**config.mk**
```make
export PLATFORM = sky130hd
export DESIGN_NAME = tc_pl_cap_acptx_sched_flat
export DESIGN_NICKNAME = d
export VERILOG_FILES = /design/src/rtl/tc_pl_cap_acptx_sched_if.sv /design/src/rtl/tc_pl_cap_acptx_sched.sv /design/src/flat_wrapper.sv
export SDC_FILE = /design/constraint.sdc
export NUM_CORES = 1
export LEC_CHECK = 0
export CAP_MARGIN = 20
export CORE_ASPECT_RATIO = 0.75
export CORE_UTILIZATION = 45
export DETAILED_ROUTE_END_ITERATION = 7
export HOLD_SLACK_MARGIN = 0.05
export PLACE_DENSITY = 0.85
export SETUP_SLACK_MARGIN = 0.05
export SLEW_MARGIN = 20
export SYNTH_ARGS = -nofsm -noshare
export SYNTH_HDL_FRONTEND = slang
export SYNTH_SLANG_ARGS = --single-unit
```
**constraint.sdc**
```tcl
create_clock -name clk -period 13.6 [get_ports clk]
set_clock_uncertainty 0.05 [all_clocks]
set_input_delay 1.36 -clock clk [delete_from_list [all_inputs] [get_ports clk]]
set_output_delay 1.36 -clock clk [all_outputs]
set_load 0.02 [all_outputs]
```
**src/rtl/tc_pl_cap_acptx_sched_if.sv**
```systemverilog
// rtl/tc_pl_cap_acptx_sched_if.sv - scheduler to ACP TX capture engine control interface
interface tc_pl_cap_acptx_sched_if #(
    parameter int SEL_W = 2
);
    logic [SEL_W-1:0] eng_sel;
    logic             eng_tacp_en;
    logic [31:0]      eng_cap_addr;
    logic             eng_tacp_cmpt;
    logic             eng_burst_done;

    modport master (
        output eng_sel,
        output eng_tacp_en,
        output eng_cap_addr,
        input  eng_tacp_cmpt,
        input  eng_burst_done
    );

    modport slave (
        input  eng_sel,
        input  eng_tacp_en,
        input  eng_cap_addr,
        output eng_tacp_cmpt,
        output eng_burst_done
    );
endinterface

```
**src/rtl/tc_pl_cap_acptx_sched.sv**
```systemverilog
// rtl/tc_pl_cap_acptx_sched.sv - round-robin ACP TX capture engine scheduler with per-channel ring pointers
module tc_pl_cap_acptx_sched #(
    parameter int CH_NUM      = 4,
    parameter int SEL_W       = 2,
    parameter int BURST_BYTES = 128
) (
    input  logic                 clk,
    input  logic                 rst,
    input  logic                 sched_en,
    input  logic [CH_NUM*32-1:0] cfg_base_addr,
    input  logic [31:0]          cfg_ring_size,
    input  logic [7:0]           cfg_quantum,
    input  logic [CH_NUM-1:0]    ch_req,
    tc_pl_cap_acptx_sched_if.master eng,
    output logic [CH_NUM*32-1:0] ch_wptr,
    output logic                 sched_busy,
    output logic                 sched_done
);

    typedef enum logic [1:0] {
        IDLE = 2'd0,
        PICK = 2'd1,
        RUN  = 2'd2,
        REL  = 2'd3
    } state_t;

    state_t           state;
    logic [31:0]      ring_q;
    logic [7:0]       quantum_q;
    logic [7:0]       burst_cnt;
    logic [SEL_W-1:0] last_grant;
    logic [31:0]      wptr_q [CH_NUM];

    logic [SEL_W-1:0] pick_ch;
    logic [SEL_W-1:0] idx;
    logic             pick_vld;
    logic [31:0]      pick_base;
    logic [31:0]      pick_wptr;
    logic [31:0]      cur_wptr;
    logic [31:0]      adv_raw;
    logic [31:0]      adv_wptr;
    logic             wrap;
    logic [7:0]       cnt_nxt;
    logic             quantum_hit;
    logic             release_grant;

    // Expose the pointer array as the flat output bus
    for (genvar i = 0; i < CH_NUM; i++) begin : g_wptr
        assign ch_wptr[32*i +: 32] = wptr_q[i];
    end

    // Round-robin search starting just past the last granted channel; SEL_W-bit add wraps modulo CH_NUM
    always_comb begin
        pick_vld = 1'b0;
        pick_ch  = last_grant;
        idx      = '0;
        for (int k = 1; k <= CH_NUM; k++) begin
            idx = last_grant + SEL_W'(k);
            if (!pick_vld && ch_req[idx]) begin
                pick_vld = 1'b1;
                pick_ch  = idx;
            end
        end
    end

    // Base and pointer of the channel about to be granted
    always_comb begin
        pick_base = '0;
        pick_wptr = '0;
        for (int i = 0; i < CH_NUM; i++) begin
            if (SEL_W'(i) == pick_ch) begin
                pick_base = cfg_base_addr[32*i +: 32];
                pick_wptr = wptr_q[i];
            end
        end
    end

    // Pointer advance and grant-release decision for the active channel
    always_comb begin
        cur_wptr      = wptr_q[eng.eng_sel];
        adv_raw       = cur_wptr + 32'(BURST_BYTES);
        wrap          = (adv_raw == ring_q);
        adv_wptr      = wrap ? 32'd0 : adv_raw;
        cnt_nxt       = burst_cnt + 8'd1;
        quantum_hit   = (quantum_q != 8'd0) && (cnt_nxt == quantum_q);
        release_grant = eng.eng_tacp_cmpt ||
                        (eng.eng_burst_done && (wrap || quantum_hit || !sched_en));
    end

    // Scheduler FSM with registered engine controls
    always_ff @(posedge clk) begin
        if (rst) begin
            state            <= IDLE;
            ring_q           <= '0;
            quantum_q        <= '0;
            burst_cnt        <= '0;
            last_grant       <= SEL_W'(CH_NUM - 1);
            eng.eng_sel      <= '0;
            eng.eng_tacp_en  <= 1'b0;
            eng.eng_cap_addr <= '0;
            sched_busy       <= 1'b0;
            sched_done       <= 1'b0;
            for (int i = 0; i < CH_NUM; i++) begin
                wptr_q[i] <= '0;
            end
        end else begin
            sched_done <= 1'b0;
            case (state)
                IDLE: begin
                    if (sched_en) begin
                        ring_q     <= cfg_ring_size;
                        quantum_q  <= cfg_quantum;
                        sched_busy <= 1'b1;
                        state      <= PICK;
                        for (int i = 0; i < CH_NUM; i++) begin
                            wptr_q[i] <= '0;
                        end
                    end
                end
                PICK: begin
                    if (!sched_en) begin
                        state      <= IDLE;
                        sched_busy <= 1'b0;
                        sched_done <= 1'b1;
                    end else if (pick_vld) begin
                        eng.eng_sel      <= pick_ch;
                        eng.eng_cap_addr <= pick_base + pick_wptr;
                        eng.eng_tacp_en  <= 1'b1;
                        last_grant       <= pick_ch;
                        burst_cnt        <= '0;
                        state            <= RUN;
                    end
                end
                RUN: begin
                    if (eng.eng_burst_done) begin
                        wptr_q[eng.eng_sel] <= adv_wptr;
                        burst_cnt           <= cnt_nxt;
                    end
                    if (release_grant) begin
                        eng.eng_tacp_en <= 1'b0;
                        state           <= REL;
                    end
                end
                REL: begin
                    state <= PICK;
                end
                default: begin
                    state <= IDLE;
                end
            endcase
        end
    end

endmodule

```
**src/flat_wrapper.sv**
```systemverilog
// flat-port wrapper written by rule: the top's interface ports become plain ports
module tc_pl_cap_acptx_sched_flat 
#(
    parameter int CH_NUM      = 4,
    parameter int SEL_W       = 2,
    parameter int BURST_BYTES = 128
)
  (clk, rst, sched_en, cfg_base_addr, cfg_ring_size, cfg_quantum, ch_req, ch_wptr, sched_busy, sched_done, eng_eng_sel, eng_eng_tacp_en, eng_eng_cap_addr, eng_eng_tacp_cmpt, eng_eng_burst_done);
  tc_pl_cap_acptx_sched_if #(.SEL_W(SEL_W)) eng_i ();
  input  logic clk;
  input  logic rst;
  input  logic sched_en;
  input  logic [CH_NUM*32-1:0] cfg_base_addr;
  input  logic [31:0] cfg_ring_size;
  input  logic [7:0] cfg_quantum;
  input  logic [CH_NUM-1:0] ch_req;
  output logic [CH_NUM*32-1:0] ch_wptr;
  output logic sched_busy;
  output logic sched_done;
  output wire logic [$bits(eng_i.eng_sel)-1:0] eng_eng_sel;
  output wire logic [$bits(eng_i.eng_tacp_en)-1:0] eng_eng_tacp_en;
  output wire logic [$bits(eng_i.eng_cap_addr)-1:0] eng_eng_cap_addr;
  input wire logic [$bits(eng_i.eng_tacp_cmpt)-1:0] eng_eng_tacp_cmpt;
  input wire logic [$bits(eng_i.eng_burst_done)-1:0] eng_eng_burst_done;
  assign eng_eng_sel = eng_i.eng_sel;
  assign eng_eng_tacp_en = eng_i.eng_tacp_en;
  assign eng_eng_cap_addr = eng_i.eng_cap_addr;
  assign eng_i.eng_tacp_cmpt = eng_eng_tacp_cmpt;
  assign eng_i.eng_burst_done = eng_eng_burst_done;
  tc_pl_cap_acptx_sched #(.CH_NUM(CH_NUM), .SEL_W(SEL_W), .BURST_BYTES(BURST_BYTES)) u_core (.clk(clk), .rst(rst), .sched_en(sched_en), .cfg_base_addr(cfg_base_addr), .cfg_ring_size(cfg_ring_size), .cfg_quantum(cfg_quantum), .ch_req(ch_req), .eng(eng_i), .ch_wptr(ch_wptr), .sched_busy(sched_busy), .sched_done(sched_done));
endmodule
```
# ---- Word level (Yosys, flattened, before mapping)
# Memories as Yosys holds them, arrays and structs flattened. A register that Yosys moved wholly into a read port is not among the register bits.
# Index checks and enable logic that the tools add are counted.
dict set report word_totals {
  ff_bits 89
  mem_bits_rw 128
  in_bits 177
  out_inout_bits 165
  elab_cells 127
  n_memories 1
}
# memory words word_bits read_ports rd_clocked_by_memory_dff write_ports line
set memory_table {}
lappend memory_table {u_core.wptr_q 4 32 5 1 4 tc_pl_cap_acptx_sched.sv:32} ;# logic [31:0] wptr_q [CH_NUM];
dict set report classes {
  add_sub_neg 6
  order_cmp 4
  eq_ne 15
  muxes 61
  bitwise 5
  n_reduce_logical 25
}
# operator n
set ops {}
lappend ops {{2-to-1 mux 32 bit} 14}
lappend ops {{adder 32 bit} 1}
lappend ops {{adder 32 x 8 -> 32 bit (second input constant)} 1}
lappend ops {{== test 32 bit} 1}
lappend ops {{OR reduction 32 bit} 1}
lappend ops {{2-to-1 mux 1 bit} 25}
lappend ops {{2-to-1 mux 8 bit} 3}
lappend ops {{2-to-1 mux 2 bit} 11}
lappend ops {{one-hot mux 8 bit (2 select lines)} 1}
lappend ops {{< comparator 2 x 3 -> 1 bit (second input constant)} 4}
lappend ops {{AND reduction 3 bit} 3}
lappend ops {{adder 8 x 1 -> 8 bit (second input constant)} 1}
lappend ops {{binary-select mux 1 bit (select 2 bit)} 4}
lappend ops {{== test 8 bit} 1}
lappend ops {{!= test 2 bit (second input constant)} 4}
lappend ops {{one-hot mux 2 bit (4 select lines)} 1}
lappend ops {{AND reduction 4 bit} 2}
lappend ops {{nonzero test 8 bit} 1}
lappend ops {{logical AND 1 bit} 5}
lappend ops {{adder 2 bit (second input constant)} 2}
lappend ops {{== test 2 bit (first input constant)} 2}
lappend ops {{== test 2 bit (second input constant)} 2}
lappend ops {{logical NOT 1 bit} 4}
lappend ops {{logical NOT 2 bit} 2}
lappend ops {{other kinds (12)} 20}

# ---- Depth between registers and ports, before layout
# Gate-level depths: netlist of run 1.
dict set report depth {
  depth_word 19
  depth_mapped 23
  depth_no_buf 20
}

# ---- Least setup slack after synthesis of run 1
# Ideal clock, no wire load.
dict set report synth_path {
  kind {input to register}
  start {input ch_req[3]}
  end {register u_core.eng.eng_cap_addr[31]}
  setup_time_ns 0.086
  arrival_time_ns 5.988
  required_ns 13.464
  setup_slack_ns 7.476
  cell_stages 20
  path_buffers 3
  cell_sequence {nor3b_1 a211o_1 o31ai_1 clkbuf_1 clkbuf_1 clkbuf_1 nand2_1 a31oi_1 ha_1 a21oi_1 o22ai_1 a311o_1 o221a_2 a311o_1 a31oi_1 o21ai_0 a221oi_1 o21ai_0 xnor2_1 a211oi_1}
}
dict set report synth_between {
  elab_chain_cells 18
  elab_cells_between_ends 36
  cone_classes {add/sub: 1; eq/ne: 3; mux: 24; reduce/logical: 8}
}
# item line
set synth_rtl {}
lappend synth_rtl {{from (decl)} flat_wrapper.sv:16} ;# input logic [CH_NUM-1:0] ch_req;
lappend synth_rtl {{binary-select mux 1 bit (select 2 bit)} tc_pl_cap_acptx_sched.sv:59} ;# if (!pick_vld && ch_req[idx]) begin
lappend synth_rtl {{2-to-1 mux 1 bit (implied by the code)} tc_pl_cap_acptx_sched.sv:59}
lappend synth_rtl {{2-to-1 mux 1 bit} tc_pl_cap_acptx_sched.sv:59}
lappend synth_rtl {{logical NOT 1 bit} tc_pl_cap_acptx_sched.sv:59}
lappend synth_rtl {{logical AND 1 bit} tc_pl_cap_acptx_sched.sv:59}
lappend synth_rtl {{2-to-1 mux 1 bit} tc_pl_cap_acptx_sched.sv:59}
lappend synth_rtl {{logical NOT 1 bit} tc_pl_cap_acptx_sched.sv:59}
lappend synth_rtl {{logical AND 1 bit} tc_pl_cap_acptx_sched.sv:59}
lappend synth_rtl {{2-to-1 mux 1 bit} tc_pl_cap_acptx_sched.sv:59}
lappend synth_rtl {{logical NOT 1 bit} tc_pl_cap_acptx_sched.sv:59}
lappend synth_rtl {{logical AND 1 bit} tc_pl_cap_acptx_sched.sv:59}
lappend synth_rtl {{2-to-1 mux 2 bit} tc_pl_cap_acptx_sched.sv:59}
lappend synth_rtl {{logical NOT 2 bit} tc_pl_cap_acptx_sched.sv:71} ;# if (SEL_W'(i) == pick_ch) begin
lappend synth_rtl {{2-to-1 mux 32 bit (4 in a row)} tc_pl_cap_acptx_sched.sv:71}
lappend synth_rtl {{adder 32 bit} tc_pl_cap_acptx_sched.sv:127} ;# eng.eng_cap_addr <= pick_base + pick_wptr;
lappend synth_rtl {{to (signal assigned)} tc_pl_cap_acptx_sched.sv:127}
lappend synth_rtl {{to (decl)} tc_pl_cap_acptx_sched_if.sv:14} ;# output eng_cap_addr,
# Parallel ways exist; a longest one is shown, timed or not. The select of a mux whose other input is x is not followed.
# A chain may end at the register's enable or synchronous reset.

# ---- Worst setup path in the final report of run 1
# Same ends and word-level chain as after synthesis.

==> metrics.md, run 1 <==
| Metric | Value |
|---|---|
| Fillers | 2589 |
| Largest net degree at the start of global routing | 131 |
| Fin crit period | 7.449 ns |
| Initial Util | 46.09% |
| Initial antenna violation count | 2 |
| Tot GR Track Use | 32.37% |
| Clock-pin slew on the worst setup and hold paths | 0.06 ns |
| # setup viols final | 0 |
| Register area share after synthesis | 40.41% |
| Worst setup EP type | register |
| Number of global-route vias before repair | 13292 |
| Avg Vias per Cell | 6.134 |
| Rel. slew slack | 29.77% |
| # DRC | 0 |
| Num ports | 342 |
| Yosys top cell by area | edfxtp_1 |
| Synth top area cells | edfxtp_1 27%, dfxtp_1 13%, nand2_1 8.5% |
| Detailed Place HPWL | 39510 µm |
| Row cnt | 55 |
| Slew Viols, Final | 0 |
| Drt pass-1 iters | 6 |
| Worst slew pin tran | 1.053 ns |
| Syn Std Cell Area | 14020 µm² |
| Power consumption | 2323 µW |
| Synth unique cells | 80 |
| Pwr dens | 125.9 nW/µm² |
| CTS Buf Count | 24 |
| Initial detailed-routing violation count | 1628 |
| Max-cap violations | 0 |
| Non-filler cells, final | 2290 |
| Setup Buffers After CTS | 0 |
| Startpoint types | input port |
| Post-place setup slack | 5.763 ns |
| Yosys warns | 0 |
| Core footprint | 30420 µm² |
| Synth async-reset ratio | 0% |
| Area of the multi-input gates | 7879 µm² |
| Mean Syn Cell Area | 8.806 µm² |
| Diodes inserted | 0 |
| Leakage | 0.006632 µW |
| Final hold vios | 0 |
| Syn Inst Count | 1592 |
| Setup slack after layout | 6.151 ns |
| Worst hold slack | 0.4001 ns |
| Max Buffers Root-to-Sink | 3 |
| Post_cts resized | 0 |
| RSZ-0062 raised after global routing | false |
| CP required | 13.99 ns |
| Share of layout cells above drive strength 1 | 6.663% |
| Net Count, Synth | 1807 |
| Die height | 154.9 µm |
| Min-Delay Path Class | reg -> reg |
| PortBufs | 341 |
| CP Max Fanout | 100 |
| Synth Register Bits | 219 |
| Antenna Nets Post-Route | 0 |
| Total Nets Final | 2088 |
| Peak VDD IR | 76.66 µV |
| RePlAce Congestion | 0.9802 |
| Placed cell count | 2246 |
| Period utilisation layout | 54.77% |
| Sequential cell area | 5668 µm² |
| CTS tree | done |
| CTS Hold Bufs | 0 |
| Vias after detailed routing | 14047 |
| Clk_lat worst skew | 0.54 ns |
| H-tree depth | 1 |
| EDFF count, synth | 128 |
| Clock Sink Count | 219 |
| Area grow syn2layout | 31.59% |
| Final global-route overflow total | 0 |
| Most used DFF post-synth | edfxtp_1 |
| Die width | 205.8 µm |
| Synth top area share | 27.42% |
| Die area | 31870 µm² |
| Status | finished clean |
| Root Buffer | clkbuf_16 |
| Final wirelength | 53240 µm |
| Crit path DAT | 7.84 ns |
| Wire per inst | 23.25 µm |
| First-pass GRT wire length | 79020 µm |
| Setup TNS | 0 ns |
| Setup Crit Path Kind | in -> reg |
| Fmax | 0.1342 GHz |
critical path, stage by stage:
cell             delay (ns)
clkdlybuf4s50_1        0.53
o31ai_4                0.92
buf_4                  0.87
and2_1                 0.23
a211oi_1               0.05
a31oi_1                0.41
ha_1                   0.37
nand3_1                0.11
o22ai_1                0.10
a311o_1                0.43
o221a_2                0.30
a311o_1                0.39
a31oi_1                0.29
o21ai_0                0.27
a221oi_1               0.52
o21ai_0                0.23
xnor2_1                0.17
a211oi_1               0.21
power by group:
part	internal [µW]	total, µW	switching [µW]	leakage [µW]
Clock	363	644	281	0.000367
Combinational	360	864	504	0.00413
Sequential	756	815	59.3	0.00213
Total	1480	2320	844	0.00663
registers in the layout (all words and copies together), names as in the netlist, named ones only:
name,cells
u_core.eng.eng_tacp_en,1
u_core.eng.eng_cap_addr,32
u_core.ring_q,32
u_core.wptr_q,128
u_core.sched_done,1
u_core.last_grant,2
u_core.sched_busy,1
u_core.quantum_q,8
u_core.burst_cnt,8
u_core.eng.eng_sel,2
u_core.state,2
area by class of cell:
cell class | instances | share of cell area (%)
multi-input cells | 1247 | 42.71
flip-flops and latches | 219 | 30.72
inverters | 23 | 0.4680
well taps | 399 | 2.706
repair buffers | 358 | 19.23
clock buffers | 25 | 3.276
clock inverters | 19 | 0.8884
worst paths after layout:
check	cells past startpoint	to	from	slack [ns]
worst min-delay path	2	u_core.eng.eng_cap_addr[19]	u_core.eng.eng_cap_addr[19]	0.40
worst max register to register	20	u_core.eng.eng_cap_addr[31]	u_core.last_grant[1]	6.92
worst min register to register	2	u_core.eng.eng_cap_addr[19]	u_core.eng.eng_cap_addr[19]	0.40
worst max-delay path	18	u_core.eng.eng_cap_addr[31]	ch_req[3]	6.15
synth_stat cells, drive strengths merged (31+ instances only):
cell type,n
a211oi,70
a21oi,107
a31oi,75
and2,70
buf,38
clkbuf,65
dfxtp,91
edfxtp,128
ha,37
mux4,32
nand2,316
nand3,31
nor2,168
o21ai,36
xnor2,42
xor2,38
logic make-up after synthesis:
group | synth area share [%]
and+or+nand+nor | 22.97
DFF | 40.41
buffers and inverters | 3.962
AOI/OAI and AO/OA | 17.64
xor gates and xnor gates | 5.158
adders and majority gates | 3.445
muxes | 6.417
metrics by stage:
step	instance area [µm²]	util, %
after floorplan	14020	-
after global placement	17680	58.13
after detailed placement	17680	58.13
after CTS	18450	60.65
after global routing	18450	60.65
final	18450	60.65
per-layer routing:
layer / wire length, µm / up-vias / track usage, %
met1: 21660 / 6689 / 44.99
met2: 23770 / 906 / 51.37
li1: - / 6337 / -
met5: 13 / - / 0
met3: 6316 / 113 / 6.975
met4: 1479 / 2 / 7.913
cells in the final DEF (no fill, tap or decap), drive strengths merged, types with 5 or more instances in the layout:
cell / Yosys / layout
and3: 9 / 9
nand2: 316 / 316
o211ai: 7 / 7
o21ai: 36 / 36
clkbuf: 65 / 25
xnor2: 42 / 42
edfxtp: 128 / 128
or2: 5 / 5
mux2i: 10 / 10
mux4: 32 / 32
a21o: 23 / 23
nor2b: 11 / 11
nor4: 13 / 13
dfxtp: 91 / 91
clkdlybuf4s50: 0 / 340
a31oi: 75 / 75
nand3: 31 / 31
and2: 70 / 70
a211oi: 70 / 70
buf: 38 / 18
clkinv: 0 / 11
nand2b: 13 / 13
nand4: 19 / 19
mux2: 7 / 7
nor3: 17 / 17
o21bai: 8 / 8
and4: 7 / 7
inv: 23 / 25
a21oi: 107 / 107
xor2: 38 / 38
nor2: 168 / 168
ha: 37 / 37
Note: power is estimated with default switching activity, not from simulation.
==> run 2, diff against run 1 <==
- clock period: 13.6 -> 7.1 ns (I/O delays scaled with it)
==> run 2 against run 1 <==
  * Die area unchanged
  * Utilization up 0.37 points
  * Hold slack gained 0.0027 ns
  * Register-to-register slack got worse by 5.9 ns
  * Highest routed layer is now met4
  * Total power is 95% higher
  * Worst setup slack worse by 5.1 ns
  * Cell area is 0.60% higher
  * Routed wire length grew 5.2%
  * Via count is 0.88% higher
==> metrics.md, run 2 (synthesized netlist as in run 1, its figures left out) <==
| Metric | Value |
|---|---|
| Status | finished clean |
| CP required | 7.49 ns (-6.50 ns) |
| First-pass GRT wire length | 80880 µm (+2.4%) |
| Final global-route overflow total | 0 (unchanged) |
| Max Buffers Root-to-Sink | 3 (unchanged) |
| Fmax | 0.1640 GHz |
| Post-place setup slack | 0.6319 ns (-5.131 ns) |
| Most common cell after layout, fill and taps aside | clkdlybuf4s50_1 |
| CP Max Fanout | 45 (-55%) |
| Max-cap violations | 0 (unchanged) |
| Clk_lat worst skew | 0.55 ns (about the same) |
| Root Buffer | clkbuf_16 |
| Fin crit period | 6.098 ns |
| Critical Path Max Stage Delay | 0.65 ns (-0.27 ns) |
| Peak VDD IR | 162.4 µV (+110%) |
| GR Util met2 | 52.16% (+0.79 points) |
| Die width | 205.8 µm (unchanged) |
| Worst slew pin tran | 0.9326 ns (-0.1208 ns) |
| Power consumption | 4522 µW (+95%) |
| Core footprint | 30420 µm² (unchanged) |
| Setup Crit Path Kind | in -> reg |
| Post-route cell area | 18560 µm² (+0.60%) |
| Worst R2R Start | u_core.last_grant[1] |
| Crit. Startpoint | ch_req[3] |
| H-tree depth | 1 (unchanged) |
| PortBufs | 341 (unchanged) |
| Avg Vias per Cell | 6.150 (+0.26%) |
| Detailed Place HPWL | 42700 µm (+8.1%) |
| Drt pass-1 iters | 5 (-1) |
| Final wirelength | 55990 µm (+5.2%) |
| Most flop-heavy register | u_core.wptr_q |
| Die height | 154.9 µm (unchanged) |
| Initial Util | 46.09% (unchanged) |
| Leakage | 0.006710 µW (+1.2%) |
| Gr busiest metal | met2 |
| Area grow syn2layout | 32.39% |
| Critical-path cell list | clkdlybuf4s50_1 > a22oi_1 > o22ai_1 > a31oi_4 > buf_4 > a211oi_1 > a31oi_1 > ha_1 > inv_1 > o22ai_1 > a311o_1 > o221a_2 > a311o_1 > a31oi_1 > o21ai_0 > a221oi_1 > o21ai_0 > xnor2_1 > a211oi_1 |
| Rel. slew slack | 37.82% (+8.1 points) |
| Met1 Track Usage GR | 46.48% (+1.5 points) |
| Tot GR Track Use | 33.90% (+1.5 points) |
| # setup viols final | 0 (unchanged) |
| Die area | 31870 µm² (unchanged) |
| Slowest stage cell, crit path | a31oi_4 |
| Number of global-route vias before repair | 13138 (-1.2%) |
| Most frequent cells in the layout | 340 x clkdlybuf4s50_1, 316 x nand2_1, 168 x nor2_1 |
| Vias after detailed routing | 14170 (+0.88%) |
| Total Nets Final | 2101 (+0.62%) |
| HP Start | u_core.eng.eng_cap_addr[1] |
| Row cnt | 55 (unchanged) |
| Period utilisation layout | 85.88% |
| Setup Buffers After CTS | 0 (unchanged) |
| Worst setup EP type | register |
| CTS Buf Count | 23 (-4.2%) |
| Initial detailed-routing violation count | 1614 (-0.86%) |
| CTS Hold Bufs | 0 (unchanged) |
| Pwr dens | 243.6 nW/µm² (+93%) |
| CTS tree | done |
| Crit path DAT | 6.49 ns (-1.35 ns) |
| Clock Sink Count | 219 (unchanged) |
| Post_cts resized | 0 (unchanged) |
| Slew Viols, Final | 0 (unchanged) |
| Fillers | 2565 (-0.93%) |
| # DRC | 0 (unchanged) |
| Share of layout cells above drive strength 1 | 7.252% (+0.59 points) |
| Max reg flops | 128 (unchanged) |
| Setup slack after layout | 1.002 ns (-5.148 ns) |
| Min-Delay Path Class | reg -> reg |
| Antenna Nets Post-Route | 0 (unchanged) |
| Non-filler cells, final | 2304 (+0.61%) |
| RePlAce Congestion | 0.9849 (+0.48%) |
| Placed cell count | 2260 (+0.62%) |
| Biggest regs | u_core.wptr_q x128, u_core.eng.eng_cap_addr x32, u_core.ring_q x32 |
| Area post-placement | 17770 µm² (+0.52%) |
| Setup TNS | 0 ns (unchanged) |
| Largest net degree at the start of global routing | 86 (-34%) |
| Final hold vios | 0 (unchanged) |
| Startpoint types | input port |
| RSZ-0062 raised after global routing | false |
| Initial antenna violation count | 1 (-1) |
| Num ports | 342 (unchanged) |
| GR Util met3 | 10.47% (+3.5 points) |
| Wire per inst | 24.30 µm (+4.5%) |
| Clock-pin slew on the worst setup and hold paths | 0.06 ns (about the same) |
[run 2: changes by cell type in the layout (fill, tap and decap cells not counted), moves of 2 or more]
cell / before / now
clkbuf_8: 0 / 3
clkinvlp_4: 3 / 0
clkinv_2: 4 / 2
buf_4: 16 / 31
diode_2: 0 / 2
clkinv_1: 6 / 3
clkbuf_1: 1 / 4
[run 2: worst max-delay path, delay by kind of cell]
family                     cells  cell delay (ns)
AOI/OAI and AO/OA             14             4.14
buffers and inverters          3             1.12
adders and majority gates      1             0.31
xor gates and xnor gates       1             0.17
[run 2: worst paths after layout]
check / to / slack [ns] / cells past startpoint
worst max-delay path: u_core.eng.eng_cap_addr[31] / 1.00 / 19
worst min register to register: u_core.eng.eng_cap_addr[1] / 0.40 / 2
worst max register to register: u_core.eng.eng_cap_addr[31] / 1.04 / 19
worst min-delay path: u_core.eng.eng_cap_addr[1] / 0.40 / 2
[run 2: final cells by class]
class,instances,area [µm²],area share [%]
repair buffers,372,3641,19.62
well taps,399,499.2,2.690
diodes,2,5.005,0.02697
multi-input cells,1247,7879,42.45
inverters,23,86.33,0.4651
flip-flops and latches,219,5668,30.54
clock inverters,11,145.1,0.7820
clock buffers,31,636.9,3.431
[run 2: power by group]
part	total (µW)	leakage (µW)	internal, µW	switching (µW)
registers	1590	0.00213	1450	139
logic	1660	0.00419	699	956
clock network	1280	0.000383	744	536
total	4520	0.00671	2890	1630
[run 2: per-stage QoR]
stage / utilization [%] / hold WS [ns]
3_3_place_gp: 58.43 / 0.3884
3_5_place_dp: 58.43 / 0.3980
6_report: 61.02 / 0.4029
5_1_grt: 61.00 / 0.4294
2_1_floorplan: - / 0.3945
4_1_cts: 61.00 / 0.4050
[run 2: layer usage]
| layer | part of all wire, % | up-vias |
|---|---|---|
| met5 | 0 | - |
| met4 | 2.5 | 0 |
| met3 | 13 | 93 |
| met2 | 44 | 948 |
| met1 | 41 | 6772 |
| li1 | - | 6357 |
==> patch, RTL diff (flow settings as in run 1) <==
Make the reset (`rst`) asynchronous in one clocked block.
--- a/src/rtl/tc_pl_cap_acptx_sched.sv
+++ b/src/rtl/tc_pl_cap_acptx_sched.sv
@@ -88,7 +88,7 @@
     end
 
     // Scheduler FSM with registered engine controls
-    always_ff @(posedge clk) begin
+    always_ff @(posedge clk or posedge rst) begin
         if (rst) begin
             state            <= IDLE;
             ring_q           <= '0;
Formal check against the unedited RTL: differs if rst is asserted again (counterexample within 4 cycles, from zero or initial values and one cycle with rst high); with rst held inactive, the same outputs for 4 cycles.
==> patch against run 1 <==
First-iteration DRC count down 12%. Wire length up 1.5%. Setup slack better by 0.38 ns. Cell area up 3.6%. Register-to-register slack better by 0.47 ns. Non-clock buffer count down 2. Sequential cell count down 2. Sequential share of layout area down 2.3 points. Via count up 3.1%. Area after synthesis up 4.7%.
Power is not compared: it rests on default switching activity, and its combinational part moved more than twofold at a synthesized area within 25%.
==> patch: results (changes against run 1) <==
- Outcome: finished clean
- R2r setup slk: 7.39 ns (+0.47 ns)
- Final Net Count: 2130 (+2.0%)
- Starting DRT DRC Count: 1434 (-12%)
- Synth warn: 0 (unchanged)
- CTS Buffer Depth: 3 (unchanged)
- Largest net degree at the start of global routing: 103 (-21%)
- Root buffer cell: clkbuf_16
- Worst Tran Pin Value: 1.11 ns (+0.0574 ns)
- Global-route wire length before repair: 81.1 mm (+2.7%)
- Crit. Startpoint: ch_req[2]
- Post-CTS setup buffer count: 0 (unchanged)
- Pre-CTS WS: 6.26 ns (+0.494 ns)
- Peak supply drop: ~0.11 mV
- R2R Path Start: u_core.eng.eng_sel[0]$_DFFE_PP0P_
- Layout cells sized above 1: 8.80% (+2.1 points)
- Clk_lat worst skew: between 0.5 and 0.6 ns
- Fin crit share: 52.0% (-2.8 points)
- Initial antenna violation count: 0 (-2)
- Critical path peak fanout: 102 (+2.0%)
- Area contributors post-synth: dfrtp_1 (37%), nand2_1 (8.7%), mux4_2 (4.9%), o21ai_0 (4.3%), mux2_2 (3.7%)
- Placed insts: 2322 (+3.4%)
- Synth cell count leaders: nand2_1 (342), dfrtp_1 (215), o21ai_0 (126)
- Clock transition at path regs: 0.06 ns (about the same)
- Post-synthesis async set-or-reset flop share: 100% (+100 points)
- Avg Cell Area, Syn: 8.98 um2 (+2.0%)
- Cell Int Power: approximately 2.0 mW
- WP data arrival: 7.40 ns (-0.44 ns)
- DRT Pass-1 Iters: 6 (unchanged)
- H-Tree Depth: 1 (unchanged)
- Min-delay src: u_core.eng.eng_cap_addr[0]$_DFFE_PP0P_
- PostCTS Resize Cnt: 0 (unchanged)
- GRT Total Usage: 31.5% (-0.88 points)
- GP Congestion: 0.957 (-2.3%)
- Sequential-to-total area share from yosys stat: 37.0% (-3.4 points)
- Max reg flops: 128 (unchanged)
- CTS Buf Count: 25 (+4.2%)
- Syn_nets: 1850 (+2.4%)
- Hold crit path type: reg2reg
- Unique masters post-synth: 77 (-3.8%)
- LEAKAGE: around 7.6 nW
- Vias: 14.5k (+3.1%)
- HPWL Detailed: 38.8 mm (-1.7%)
- Number of vias per cell: 6.12 (-0.24%)
- Post-Route WL: 54.0 mm (+1.5%)
- FILL cells: 2680 (+3.5%)
- Buffers on Ports: 341 (unchanged)
## patch: power groups by stage
stage / clock (mW) / sequential, mW / combinational (mW)
detailed placement: 0 / 0.953 / 2.07
floorplan: 0 / 0.946 / 1.44
global placement: 0 / 0.945 / 2.03
global route: 0.687 / 0.959 / 2.29
finish: 0.658 / 0.944 / 2.12
CTS: 0.663 / 0.942 / 2.08
## patch: worst paths after layout
kind,end,depth (start not counted)
max,u_core.eng.eng_cap_addr[30]$_DFFE_PP0P_,18
min,u_core.eng.eng_cap_addr[0]$_DFFE_PP0P_,2
max reg2reg,u_core.ch_wptr[80]$_DFFE_PP0P_,12
min reg2reg,u_core.eng.eng_cap_addr[0]$_DFFE_PP0P_,2
max in group asynchronous,u_core.eng.eng_sel[1]$_DFFE_PP0P_,3
min in group asynchronous,u_core.eng.eng_cap_addr[2]$_DFFE_PP0P_,2
## patch: kinds of logic after synthesis
group           synth area share (%)
xor+xnor                        5.82
compound gates                  20.0
mux                             9.68
fa+ha+maj                       3.29
buf+inv                         4.01
flops                           37.0
simple gates                    20.2
## patch: through the flow
step                      util, %  area [um2]  total power, mW  hold WS (ns)
after global routing         60.3       19100             3.94         0.457
final                        60.3       19100             3.72         0.422
after detailed placement     57.8       18300             3.02         0.413
after floorplan                 -       14700             2.39         0.418
after CTS                    60.3       19100             3.69         0.427
after global placement       57.8       18300             2.97         0.410
## patch: worst max-delay path: stages
cell             delay, ns
clkdlybuf4s50_1       0.61
inv_1                 0.15
a22oi_1               0.18
o22ai_1               0.16
a31oi_4               0.70
buf_4                 0.95
a31oi_1               0.34
ha_1                  0.43
nor2b_1               0.16
o31a_1                0.27
o31a_1                0.28
o2111ai_1             0.26
nand2_1               0.18
a21oi_1               0.31
o211ai_1              0.23
a211oi_1              0.47
or3_1                 0.19
nand3_1               0.08
## patch: final cells by class
type | instances | share of cell area, %
clock buffer | 35 | 3.73
multi-input combinational | 1291 | 45.6
timing repair buffer | 356 | 18.4
tap | 435 | 2.85
inverter | 24 | 0.511
antenna | 1 | 0.0131
sequential | 217 | 28.4
clock inverter | 8 | 0.386
## patch: routing by layer
layer,wire [um],GRT usage (%),share of wire (%),vias up
met1,22400,42.0,41,7006
met2,24100,50.1,45,828
li1,-,-,-,6510
met5,0,0,0,-
met3,5540,7.50,10,140
met4,1980,11.4,3.7,0
